$ cat src/rtl/adc_pkg.sv
// Shared ADC definitions: sample word width/type and accumulator sizing.
package adc_pkg;

  localparam int SAMPLE_W = 16;

  typedef logic [SAMPLE_W-1:0] sample_t;

  // Sum of 2^log2_n full-scale samples needs log2_n extra bits, never more.
  function automatic int sum_width(input int log2_n);
    return SAMPLE_W + log2_n;
  endfunction

endpackage

$ cat src/rtl/adc_moving_average_if.sv
// Sample/average bus between the ADC front end (master) and the averager (slave).
interface adc_moving_average_if #(
  parameter int LOG2_N = 3
) ();
  import adc_pkg::*;

  sample_t           sample_in;
  logic              sample_rdy;
  logic              clear;
  sample_t           avg_out;
  logic              avg_valid;
  logic              window_full;
  logic [LOG2_N:0]   fill_count;

  modport master (
    output sample_in, sample_rdy, clear,
    input  avg_out, avg_valid, window_full, fill_count
  );

  modport slave (
    input  sample_in, sample_rdy, clear,
    output avg_out, avg_valid, window_full, fill_count
  );

endinterface

$ cat src/rtl/sample_ring_buffer.sv
// Read-first circular sample store; returns the entry being overwritten.
module sample_ring_buffer #(
  parameter int LOG2_N   = 3,
  parameter int SAMPLE_W = 16
) (
  input  logic                clk,
  input  logic                reset,
  input  logic                flush_i,
  input  logic                we_i,
  input  logic [SAMPLE_W-1:0] wdata_i,
  output logic [SAMPLE_W-1:0] oldest_o,
  output logic                wrap_o
);

  localparam int N = 1 << LOG2_N;

  logic [SAMPLE_W-1:0] mem_q [N];
  logic [SAMPLE_W-1:0] oldest_q;
  logic [LOG2_N-1:0]   wr_ptr_q;
  logic [LOG2_N-1:0]   wr_ptr_d;
  logic                wrap_q;

  // Pointer width equals LOG2_N, so the increment wraps N-1 -> 0 by itself.
  assign wr_ptr_d = wr_ptr_q + LOG2_N'(1);

  always_ff @(posedge clk) begin
    if (!reset) begin
      wr_ptr_q <= '0;
      wrap_q   <= 1'b0;
    end else if (flush_i) begin
      wr_ptr_q <= '0;
      wrap_q   <= 1'b0;
    end else begin
      wrap_q <= we_i && (wr_ptr_q == LOG2_N'(N - 1));
      if (we_i) begin
        wr_ptr_q <= wr_ptr_d;
      end
    end
  end

  // Storage is never cleared; fill tracking upstream decides what is meaningful.
  always_ff @(posedge clk) begin
    if (we_i) begin
      oldest_q         <= mem_q[wr_ptr_q];
      mem_q[wr_ptr_q]  <= wdata_i;
    end
  end

  assign oldest_o = oldest_q;
  assign wrap_o   = wrap_q;

endmodule

$ cat src/rtl/adc_moving_average.sv
// Boxcar moving average over the last 2^LOG2_N ADC samples, one strobe per result.
module adc_moving_average #(
  parameter int LOG2_N   = 3,
  parameter int SAMPLE_W = 16
) (
  input  logic                  clk,
  input  logic                  reset,
  adc_moving_average_if.slave   avg_if
);
  import adc_pkg::*;

  localparam int              N     = 1 << LOG2_N;
  localparam int              SUM_W = sum_width(LOG2_N);
  localparam logic [LOG2_N:0] N_CNT = (LOG2_N + 1)'(N);

  function automatic logic [SAMPLE_W-1:0] trunc_avg(input logic [SUM_W-1:0] s);
    return s[SUM_W-1 -: SAMPLE_W];
  endfunction

  logic                rdy_q;
  logic                accept;
  logic                vld_p1_q;
  logic [SAMPLE_W-1:0] sample_p1_q;
  logic [SAMPLE_W-1:0] oldest_p1;
  logic                ring_wrap_unused;

  logic [SUM_W-1:0]    sum_q, sum_d;
  logic [LOG2_N:0]     fill_q, fill_d;
  logic                full_q, full_d;
  logic [SAMPLE_W-1:0] avg_q, avg_d;
  logic                avg_vld_q;

  // A held-high ready level yields one sample; a clear on the same edge drops it.
  assign accept = avg_if.sample_rdy && !rdy_q && !avg_if.clear;

  // ---- stage 1: capture new sample, ring buffer swaps it for the oldest ----
  sample_ring_buffer #(
    .LOG2_N   (LOG2_N),
    .SAMPLE_W (SAMPLE_W)
  ) u_ring (
    .clk      (clk),
    .reset    (reset),
    .flush_i  (avg_if.clear),
    .we_i     (accept),
    .wdata_i  (avg_if.sample_in),
    .oldest_o (oldest_p1),
    .wrap_o   (ring_wrap_unused)
  );

  always_ff @(posedge clk) begin
    if (accept) begin
      sample_p1_q <= avg_if.sample_in;
    end
  end

  // ---- stage 2: running-sum update and output ----
  assign sum_d  = sum_q + SUM_W'(sample_p1_q) - (full_q ? SUM_W'(oldest_p1) : '0);
  assign fill_d = (fill_q == N_CNT) ? N_CNT : fill_q + (LOG2_N + 1)'(1);
  assign full_d = (fill_d == N_CNT);
  assign avg_d  = trunc_avg(sum_d);

  always_ff @(posedge clk) begin
    if (!reset) begin
      rdy_q     <= 1'b0;
      vld_p1_q  <= 1'b0;
      sum_q     <= '0;
      fill_q    <= '0;
      full_q    <= 1'b0;
      avg_q     <= '0;
      avg_vld_q <= 1'b0;
    end else begin
      rdy_q     <= avg_if.sample_rdy;
      avg_vld_q <= 1'b0;
      if (avg_if.clear) begin
        vld_p1_q <= 1'b0;
        sum_q    <= '0;
        fill_q   <= '0;
        full_q   <= 1'b0;
      end else begin
        vld_p1_q <= accept;
        if (vld_p1_q) begin
          sum_q  <= sum_d;
          fill_q <= fill_d;
          full_q <= full_d;
          if (full_d) begin
            avg_q     <= avg_d;
            avg_vld_q <= 1'b1;
          end
        end
      end
    end
  end

  assign avg_if.avg_out     = avg_q;
  assign avg_if.avg_valid   = avg_vld_q;
  assign avg_if.window_full = full_q;
  assign avg_if.fill_count  = fill_q;

endmodule

$ cat src/flat_wrapper.sv
// flat-port wrapper written by rule: the top's interface ports become plain ports
module adc_moving_average_flat import adc_pkg::*;
#(
  parameter int LOG2_N   = 3,
  parameter int SAMPLE_W = 16
)
  (clk, reset, avg_if_sample_in, avg_if_sample_rdy, avg_if_clear, avg_if_avg_out, avg_if_avg_valid, avg_if_window_full, avg_if_fill_count);
  adc_moving_average_if #(.LOG2_N(LOG2_N)) avg_if_i ();
  input  logic clk;
  input  logic reset;
  input wire logic [$bits(avg_if_i.sample_in)-1:0] avg_if_sample_in;
  input wire logic [$bits(avg_if_i.sample_rdy)-1:0] avg_if_sample_rdy;
  input wire logic [$bits(avg_if_i.clear)-1:0] avg_if_clear;
  output wire logic [$bits(avg_if_i.avg_out)-1:0] avg_if_avg_out;
  output wire logic [$bits(avg_if_i.avg_valid)-1:0] avg_if_avg_valid;
  output wire logic [$bits(avg_if_i.window_full)-1:0] avg_if_window_full;
  output wire logic [$bits(avg_if_i.fill_count)-1:0] avg_if_fill_count;
  assign avg_if_i.sample_in = avg_if_sample_in;
  assign avg_if_i.sample_rdy = avg_if_sample_rdy;
  assign avg_if_i.clear = avg_if_clear;
  assign avg_if_avg_out = avg_if_i.avg_out;
  assign avg_if_avg_valid = avg_if_i.avg_valid;
  assign avg_if_window_full = avg_if_i.window_full;
  assign avg_if_fill_count = avg_if_i.fill_count;
  adc_moving_average #(.LOG2_N(LOG2_N), .SAMPLE_W(SAMPLE_W)) u_core (.clk(clk), .reset(reset), .avg_if(avg_if_i));
endmodule
$ cat config.mk
export PLATFORM = sky130hd
export DESIGN_NAME = adc_moving_average_flat
export DESIGN_NICKNAME = d
export VERILOG_FILES = /design/src/rtl/adc_pkg.sv /design/src/rtl/adc_moving_average_if.sv /design/src/rtl/sample_ring_buffer.sv /design/src/rtl/adc_moving_average.sv /design/src/flat_wrapper.sv
export SDC_FILE = /design/constraint.sdc
export NUM_CORES = 1
export LEC_CHECK = 0
export ABC_AREA = 1
export CAP_MARGIN = 20
export CORE_ASPECT_RATIO = 1.25
export CORE_MARGIN = 4
export CORE_UTILIZATION = 60
export DETAILED_ROUTE_END_ITERATION = 8
export GPL_TIMING_DRIVEN = 0
export MAX_ROUTING_LAYER = met4
export PLACE_DENSITY_LB_ADDON = 0.25
export RECOVER_POWER = 100
export REMOVE_ABC_BUFFERS = 1
export SLEW_MARGIN = 10
export SYNTH_ARGS = -nofsm -noshare
export SYNTH_HDL_FRONTEND = slang
export SYNTH_SLANG_ARGS = --single-unit
$ cat constraint.sdc
create_clock -name clk -period 4.74 [get_ports clk]
set_input_delay 0.948 -clock clk [delete_from_list [all_inputs] [get_ports clk]]
set_output_delay 0.948 -clock clk [all_outputs]
set_load 0.02 [all_outputs]
==> results of run 1 <==
-- cells in the mapped netlist (8+ instances only) --
library cell / count
clkbuf_1: 13
ha_1: 22
a21oi_1: 26
nand3_1: 34
edfxtp_1: 160
dfxtp_1: 46
o21ai_0: 81
o2111ai_1: 15
nand2_1: 164
nor2_1: 151
xor2_1: 8
o21ai_1: 9
inv_2: 8
fa_1: 16
inv_1: 137
-- worst max-delay path, delay by kind of cell (launching register included) --
family | cells | cell delay, ns
flops | 1 | 0.74
buf+inv | 3 | 1.84
simple gates | 2 | 0.72
-- sequential cells by signal, indices dropped and copies added (netlist names), 3 cells and up --
| register | cells |
|---|---|
| u_core.u_ring.mem_q | 128 |
| u_core.u_ring.wr_ptr_q | 3 |
| u_core.sum_q | 19 |
| u_core.sample_p1_q | 16 |
| u_core.u_ring.oldest_o | 16 |
| u_core.avg_if.avg_out | 16 |
| u_core.avg_if.fill_count | 4 |
-- worst paths after layout --
path / from / end / slack, ns / cells past startpoint
setup / recovery: u_core.u_ring.wr_ptr_q[0] / u_core.u_ring.mem_q[6][8] / 1.03 / 5
hold / removal: u_core.sum_q[0] / u_core.sum_q[0] / 0.47 / 2
setup reg to reg: u_core.u_ring.wr_ptr_q[0] / u_core.u_ring.mem_q[6][8] / 1.03 / 5
hold reg to reg: u_core.sum_q[0] / u_core.sum_q[0] / 0.47 / 2
-- placed cells by master (no fill, tap or decap), types with 2 or more instances in the layout --
master / count
clkinv_1: 5
clkbuf_1: 2
bufinv_16: 4
dlygate4sd3_1: 41
o21ai_2: 2
inv_1: 138
fa_1: 16
o21bai_1: 2
buf_16: 3
and2_1: 2
nand3_1: 35
nor2_2: 2
o21ai_1: 4
edfxtp_1: 160
nor2_1: 151
dfxtp_1: 46
inv_2: 7
a211oi_1: 2
buf_8: 5
or2_2: 2
nand3_2: 3
o2111ai_1: 15
nand2_1: 164
o21ai_0: 86
ha_1: 22
nand3b_1: 2
clkinv_4: 2
clkbuf_16: 21
a21oi_1: 26
nor2_4: 4
nand2_2: 2
xor2_1: 8
clkinv_2: 3
-- metrics by stage --
stage,area [um2],setup WS (ns)
floorplan,9260,0.698
global placement,9930,-1.66
detailed placement,10200,1.09
CTS,10900,1.57
global route,10800,0.786
finish,10800,1.03
-- cell type report --
cell class | instances | area (um2)
clock inverter | 15 | 180
fill | 1111 | 4340
tap | 208 | 260
timing repair buffer | 51 | 583
inverter | 148 | 563
sequential | 206 | 5730
clock buffer | 22 | 529
multi-input combinational | 553 | 2960
-- cells by family after synthesis --
group                    count (synthesis)
AND/OR/NAND/NOR                        368
flip-flops                             206
buffers and inverters                  173
AO/OA/AOI/OAI                          139
adder cells (fa/ha/maj)                 38
XOR/XNOR                                 8
-- report_power, final --
part	switching (mW)	total (mW)	internal, mW
clock	0.645	1.67	1.03
combinational	0.174	0.260	0.0861
sequential	0.0122	1.98	1.97
total	0.831	3.92	3.09
-- routing by layer --
layer | vias up | part of all wire (%) | track usage, % | wire length (um)
li1 | 3160 | - | - | -
met5 | - | 0 | - | 0
met2 | 156 | 53 | 41.6 | 10400
met3 | 41 | 4.0 | 2.56 | 772
met1 | 3037 | 40 | 27.2 | 7810
met4 | 0 | 2.3 | 6.76 | 450
==> metrics.md, run 1 <==
| Metric | Value |
|---|---|
| Final Max Slew Viols | `0` |
| Hold-fix buffers, CTS | `0` |
| Top post-synthesis cells by area | `edfxtp_1 51%, dfxtp_1 9.8%, nand2_1 6.6%` |
| Total Power | `3.92 mW` |
| MaxCap Viol Count | `0` |
| Crit start category | `register` |
| Worst Hold Class | `register to register` |
| Crit-path max cell delay | `0.75 ns` |
| Minimum hold slack | `0.468 ns` |
| Clock sinks | `206` |
| DRT iter0 DRCs | `474` |
| Synthesized area | `9380 um2` |
| P_leak | `4.54 nW` |
| RD Place Congestion | `0.923` |
| Final Instance Count excl. Fillers | `1,203` |
| Num CTS Buffers | `21` |
| Std-Cell Rows | `50` |
| Initial Utilization | `62.0%` |
| CTS tree | `done` |
| GRT Residual Overflow | `0` |
| Mapped Cells | `932` |
| Worst Tran Pin Value | `1.33 ns` |
| DR vias/cell | `5.32` |
| Xor/xnor share of the synthesized area | `0.747%` |
| Final min period | `3.71 ns` |
| F_max | `270 MHz` |
| Final Setup Violations | `0` |
| Post-synth EDFFs | `160` |
| Postcts setup bufs | `0` |
| # port buffers | `41` |
| Required @ worst endpoint | `4.84 ns` |
| Fin util | `71.3%` |
| Synth Area in Compound Gates | `8.25%` |
| Syn Area/Cell | `10.1 um2` |
| Layout cell share with drive strength beyond 1 | `6.63%` |
| Pwr dens | `363 nW/um2` |
| Final period util | `78.2%` |
| Clock buffer depth | `3` |
| Residual DRC | `0` |
| Slew headroom | `11.4%` |
| Detailed placement HPWL | `13.1 mm` |
| Layout area overhead | `15.1%` |
| Peak VDD IR | `0.000320 V` |
| Async SR Flop Fraction | `0%` |
| Global-route wire length before repair | `31.2 mm` |
| Setup Skew | `0.00725 ns` |
| I/O Pins | `42` |
| Tot GR Track Use | `23.0%` |
| Worst skew pair latency | `0.48 ns` |
| Placed insts | `1,166` |
| Die ar. | `17,700 um2` |
| Die width | `120 um` |
| Top FF cell, synth | `edfxtp_1` |
| Crit path DAT | `3.81 ns` |
| Share of the synthesized area in the top cell type | `51.2%` |
| Mux cell area share after synthesis | `0%` |
| FF+latch count, synth | `206` |
| Leading area contributor after synthesis | `edfxtp_1` |
| RSZ-0062 raised after global routing | `no` |
| Initial antenna violation count | `0` |
| Drt wl/cell | `16.1 um` |
| Synth Area in Adders | `6.35%` |
| Routed vias | `6,394` |
| Final antenna-violating net count | `0` |
| Crit-path max FO | `63` |
| Post-synthesis sequential area ratio | `61.0%` |
| Total Wirelength | `19.4 mm` |
| CP max stage cell | `inv_2` |
| Placeable Area | `15,100 um2` |
| Critical path cell sequence | `buf_16, inv_2, nand2_1, nor2_1, clkbuf_1` |
| Fin Setup TNS | `0 ns` |
| Syn. warnings | `0` |
| Ant diodes | `0` |
| Clock root buffer | `clkbuf_16` |
| Post-synthesis simple-gate area fraction | `16.3%` |
| Critical setup path kind | `register to register` |
| Final Hold Vio Count | `0` |
| Combinational family with the most area after synthesis | `simple AND/OR/NAND/NOR gates` |
| Die H | `148 um` |
| H-Tree Depth | `1` |
| Status | `complete, no violations` |
| Number of distinct library cells after synthesis | `36` |
| CP Capture Type | `register` |
| Initial DRT Pass Iterations | `5` |
| Number of global-route vias before repair | `6,258` |
| Worst-path clk slew | `0.06 ns` |
| Pin count of the biggest net entering global routing | `64` |
| Nets | `1,039` |
| Resized Gates After CTS | `0` |
Note: power is estimated with default switching activity, not from simulation.
==> run 2, diff against run 1 <==
==> constraint.sdc (replaced) <==
create_clock -name clk -period 3.8 [get_ports clk]
set_input_delay 0.76 -clock clk [delete_from_list [all_inputs] [get_ports clk]]
set_output_delay 0.76 -clock clk [all_outputs]
set_load 0.02 [all_outputs]
==> run 2 against run 1 <==
- non-clock buffer count is the same
- highest routed layer unchanged
- critical path type is now input port to register
- sequential share of layout area fell by 0.062 points
- worst setup slack got worse by 0.59 ns
- global-route usage did not move
==> metrics.md, run 2 (same netlist as run 1, synthesis figures left out) <==
| Metric | Value |
|---|---|
| Ant diodes | `0` |
| Worst skew pair latency | `0.48 ns` |
| Largest register FFs | `128` |
| Routed vias | `6,396` |
| Nets | `1,039` |
| Placeable Area | `15,100 um2` |
| Drt wl/cell | `16.1 um` |
| Pin count of the biggest net entering global routing | `64` |
| Global-route wire length before repair | `31.2 mm` |
| Initial Utilization | `62.0%` |
| Layout cell share with drive strength beyond 1 | `6.83%` |
| Final period util | `88.3%` |
| Critical setup path kind | `input port to register` |
| Postcts setup bufs | `0` |
| Setup Skew | `0.00821 ns` |
| Layout area overhead | `15.2%` |
| Slew headroom | `31.2%` |
| Clock buffer depth | `3` |
| Number of global-route vias before repair | `6,258` |
| Critical path cell sequence | `dlygate4sd3_1, nand2_1, nor2_4, inv_1, nor2_1, inv_1, nor2_1, clkbuf_2` |
| Buf/Inv on CP | `4` |
| Final antenna-violating net count | `0` |
| Tot GR Track Use | `23.0%` |
| DRT iter0 DRCs | `491` |
| Required @ worst endpoint | `3.93 ns` |
| Pwr dens | `452 nW/um2` |
| Clock sinks | `206` |
| Die H | `148 um` |
| I/O Pins | `42` |
| Crit-path leading delay family | `simple AND/OR/NAND/NOR gates` |
| F_max | `298 MHz` |
| Hold-fix buffers, CTS | `0` |
| Residual DRC | `0` |
| Detailed placement HPWL | `13.1 mm` |
| CP Capture Type | `register` |
| Std-Cell Rows | `50` |
| Fin Setup TNS | `0 ns` |
| GRT Residual Overflow | `0` |
| Die ar. | `17,700 um2` |
| Minimum hold slack | `0.468 ns` |
| Crit path DAT | `3.49 ns` |
| Final min period | `3.36 ns` |
| Initial DRT Pass Iterations | `5` |
| Dpl ws | `0.333 ns` |
| Resized Gates After CTS | `0` |
| Commonest non-fill, non-tap cell in the layout | `nand2_1` |
| Final Hold Vio Count | `0` |
| Clock root buffer | `clkbuf_16` |
| H-Tree Depth | `1` |
| RSZ-0062 raised after global routing | `no` |
| RD Place Congestion | `0.923` |
| Final Setup Violations | `0` |
| CTS tree | `done` |
| Final WS setup | `0.444 ns` |
| Worst Tran Pin Value | `1.03 ns` |
| Fin util | `71.4%` |
| Total Power | `4.89 mW` |
| Crit-path max cell delay | `0.55 ns` |
| Final Max Slew Viols | `0` |
| Initial antenna violation count | `0` |
| Largest Register | `u_core.u_ring.mem_q` |
| CP max stage cell | `dlygate4sd3_1` |
| Crit start category | `input port` |
| Total Wirelength | `19.4 mm` |
| Worst Hold Class | `register to register` |
| DR vias/cell | `5.32` |
| Die width | `120 um` |
| Most frequent cells in the layout | `164 x nand2_1, 160 x edfxtp_1, 151 x nor2_1` |
| Num CTS Buffers | `21` |
| Worst-path clk slew | `0.06 ns` |
| Peak VDD IR | `0.000399 V` |
| # port buffers | `41` |
| Crit-path max FO | `16` |
| Regs by FF count | `u_core.u_ring.mem_q (128), u_core.sum_q (19)` |
| P_leak | `4.55 nW` |
| MaxCap Viol Count | `0` |
| Status | `complete, no violations` |
-- run 2: changes by cell type in the layout (fill, tap and decap cells not counted) --
cell,change
dfxtp_2,+1
dfxtp_1,-1
buf_16,+1
buf_8,-1
clkbuf_1,-1
clkbuf_2,+1
-- run 2: path summary, 6_finish.rpt --
path,from,end,slack [ns],cells after the start
worst max register to register,u_core.u_ring.wr_ptr_q[0],u_core.u_ring.mem_q[3][8],0.51,6
worst max-delay path,avg_if_sample_rdy,u_core.u_ring.mem_q[3][8],0.44,8
worst min register to register,u_core.sum_q[0],u_core.sum_q[0],0.47,2
worst min-delay path,u_core.sum_q[0],u_core.sum_q[0],0.47,2
-- run 2: per-layer routing --
| layer | wire [um] | track usage (%) | part of all wire (%) |
|---|---|---|---|
| met1 | 7660 | 27.2 | 40 |
| met2 | 10300 | 41.6 | 53 |
| met3 | 956 | 2.56 | 4.9 |
| met4 | 449 | 6.76 | 2.3 |
| met5 | 0 | - | 0 |
-- run 2: power by group --
part	leakage (nW)	internal (mW)	total (mW)	switching, mW
combinational	2.38	0.107	0.324	0.217
sequential	1.82	2.46	2.48	0.0152
clock	0.343	1.28	2.09	0.808
total	4.55	3.85	4.89	1.04
-- run 2: metrics by stage --
step / instance area (um2) / cells
2_1_floorplan: 9260 / 907
3_3_place_gp: 9930 / 1156
3_5_place_dp: 10200 / 1166
4_1_cts: 10900 / 1203
5_1_grt: 10800 / 1203
6_report: 10800 / 1203
-- run 2: worst register-to-register path: cells and delay by family, from the launching register on --
kind                   cells  cell delay, ns
buffers and inverters      4            1.30
DFF                        1            0.79
and+or+nand+nor            2            0.85
-- run 2: final cells by class --
type / count / area, um2
repair buffers: 51 / 597
multi-input cells: 553 / 2960
clock buffers: 22 / 529
inverters: 148 / 563
fillers: 1108 / 4330
clock inverters: 15 / 180
flip-flops and latches: 206 / 5730
well taps: 208 / 260
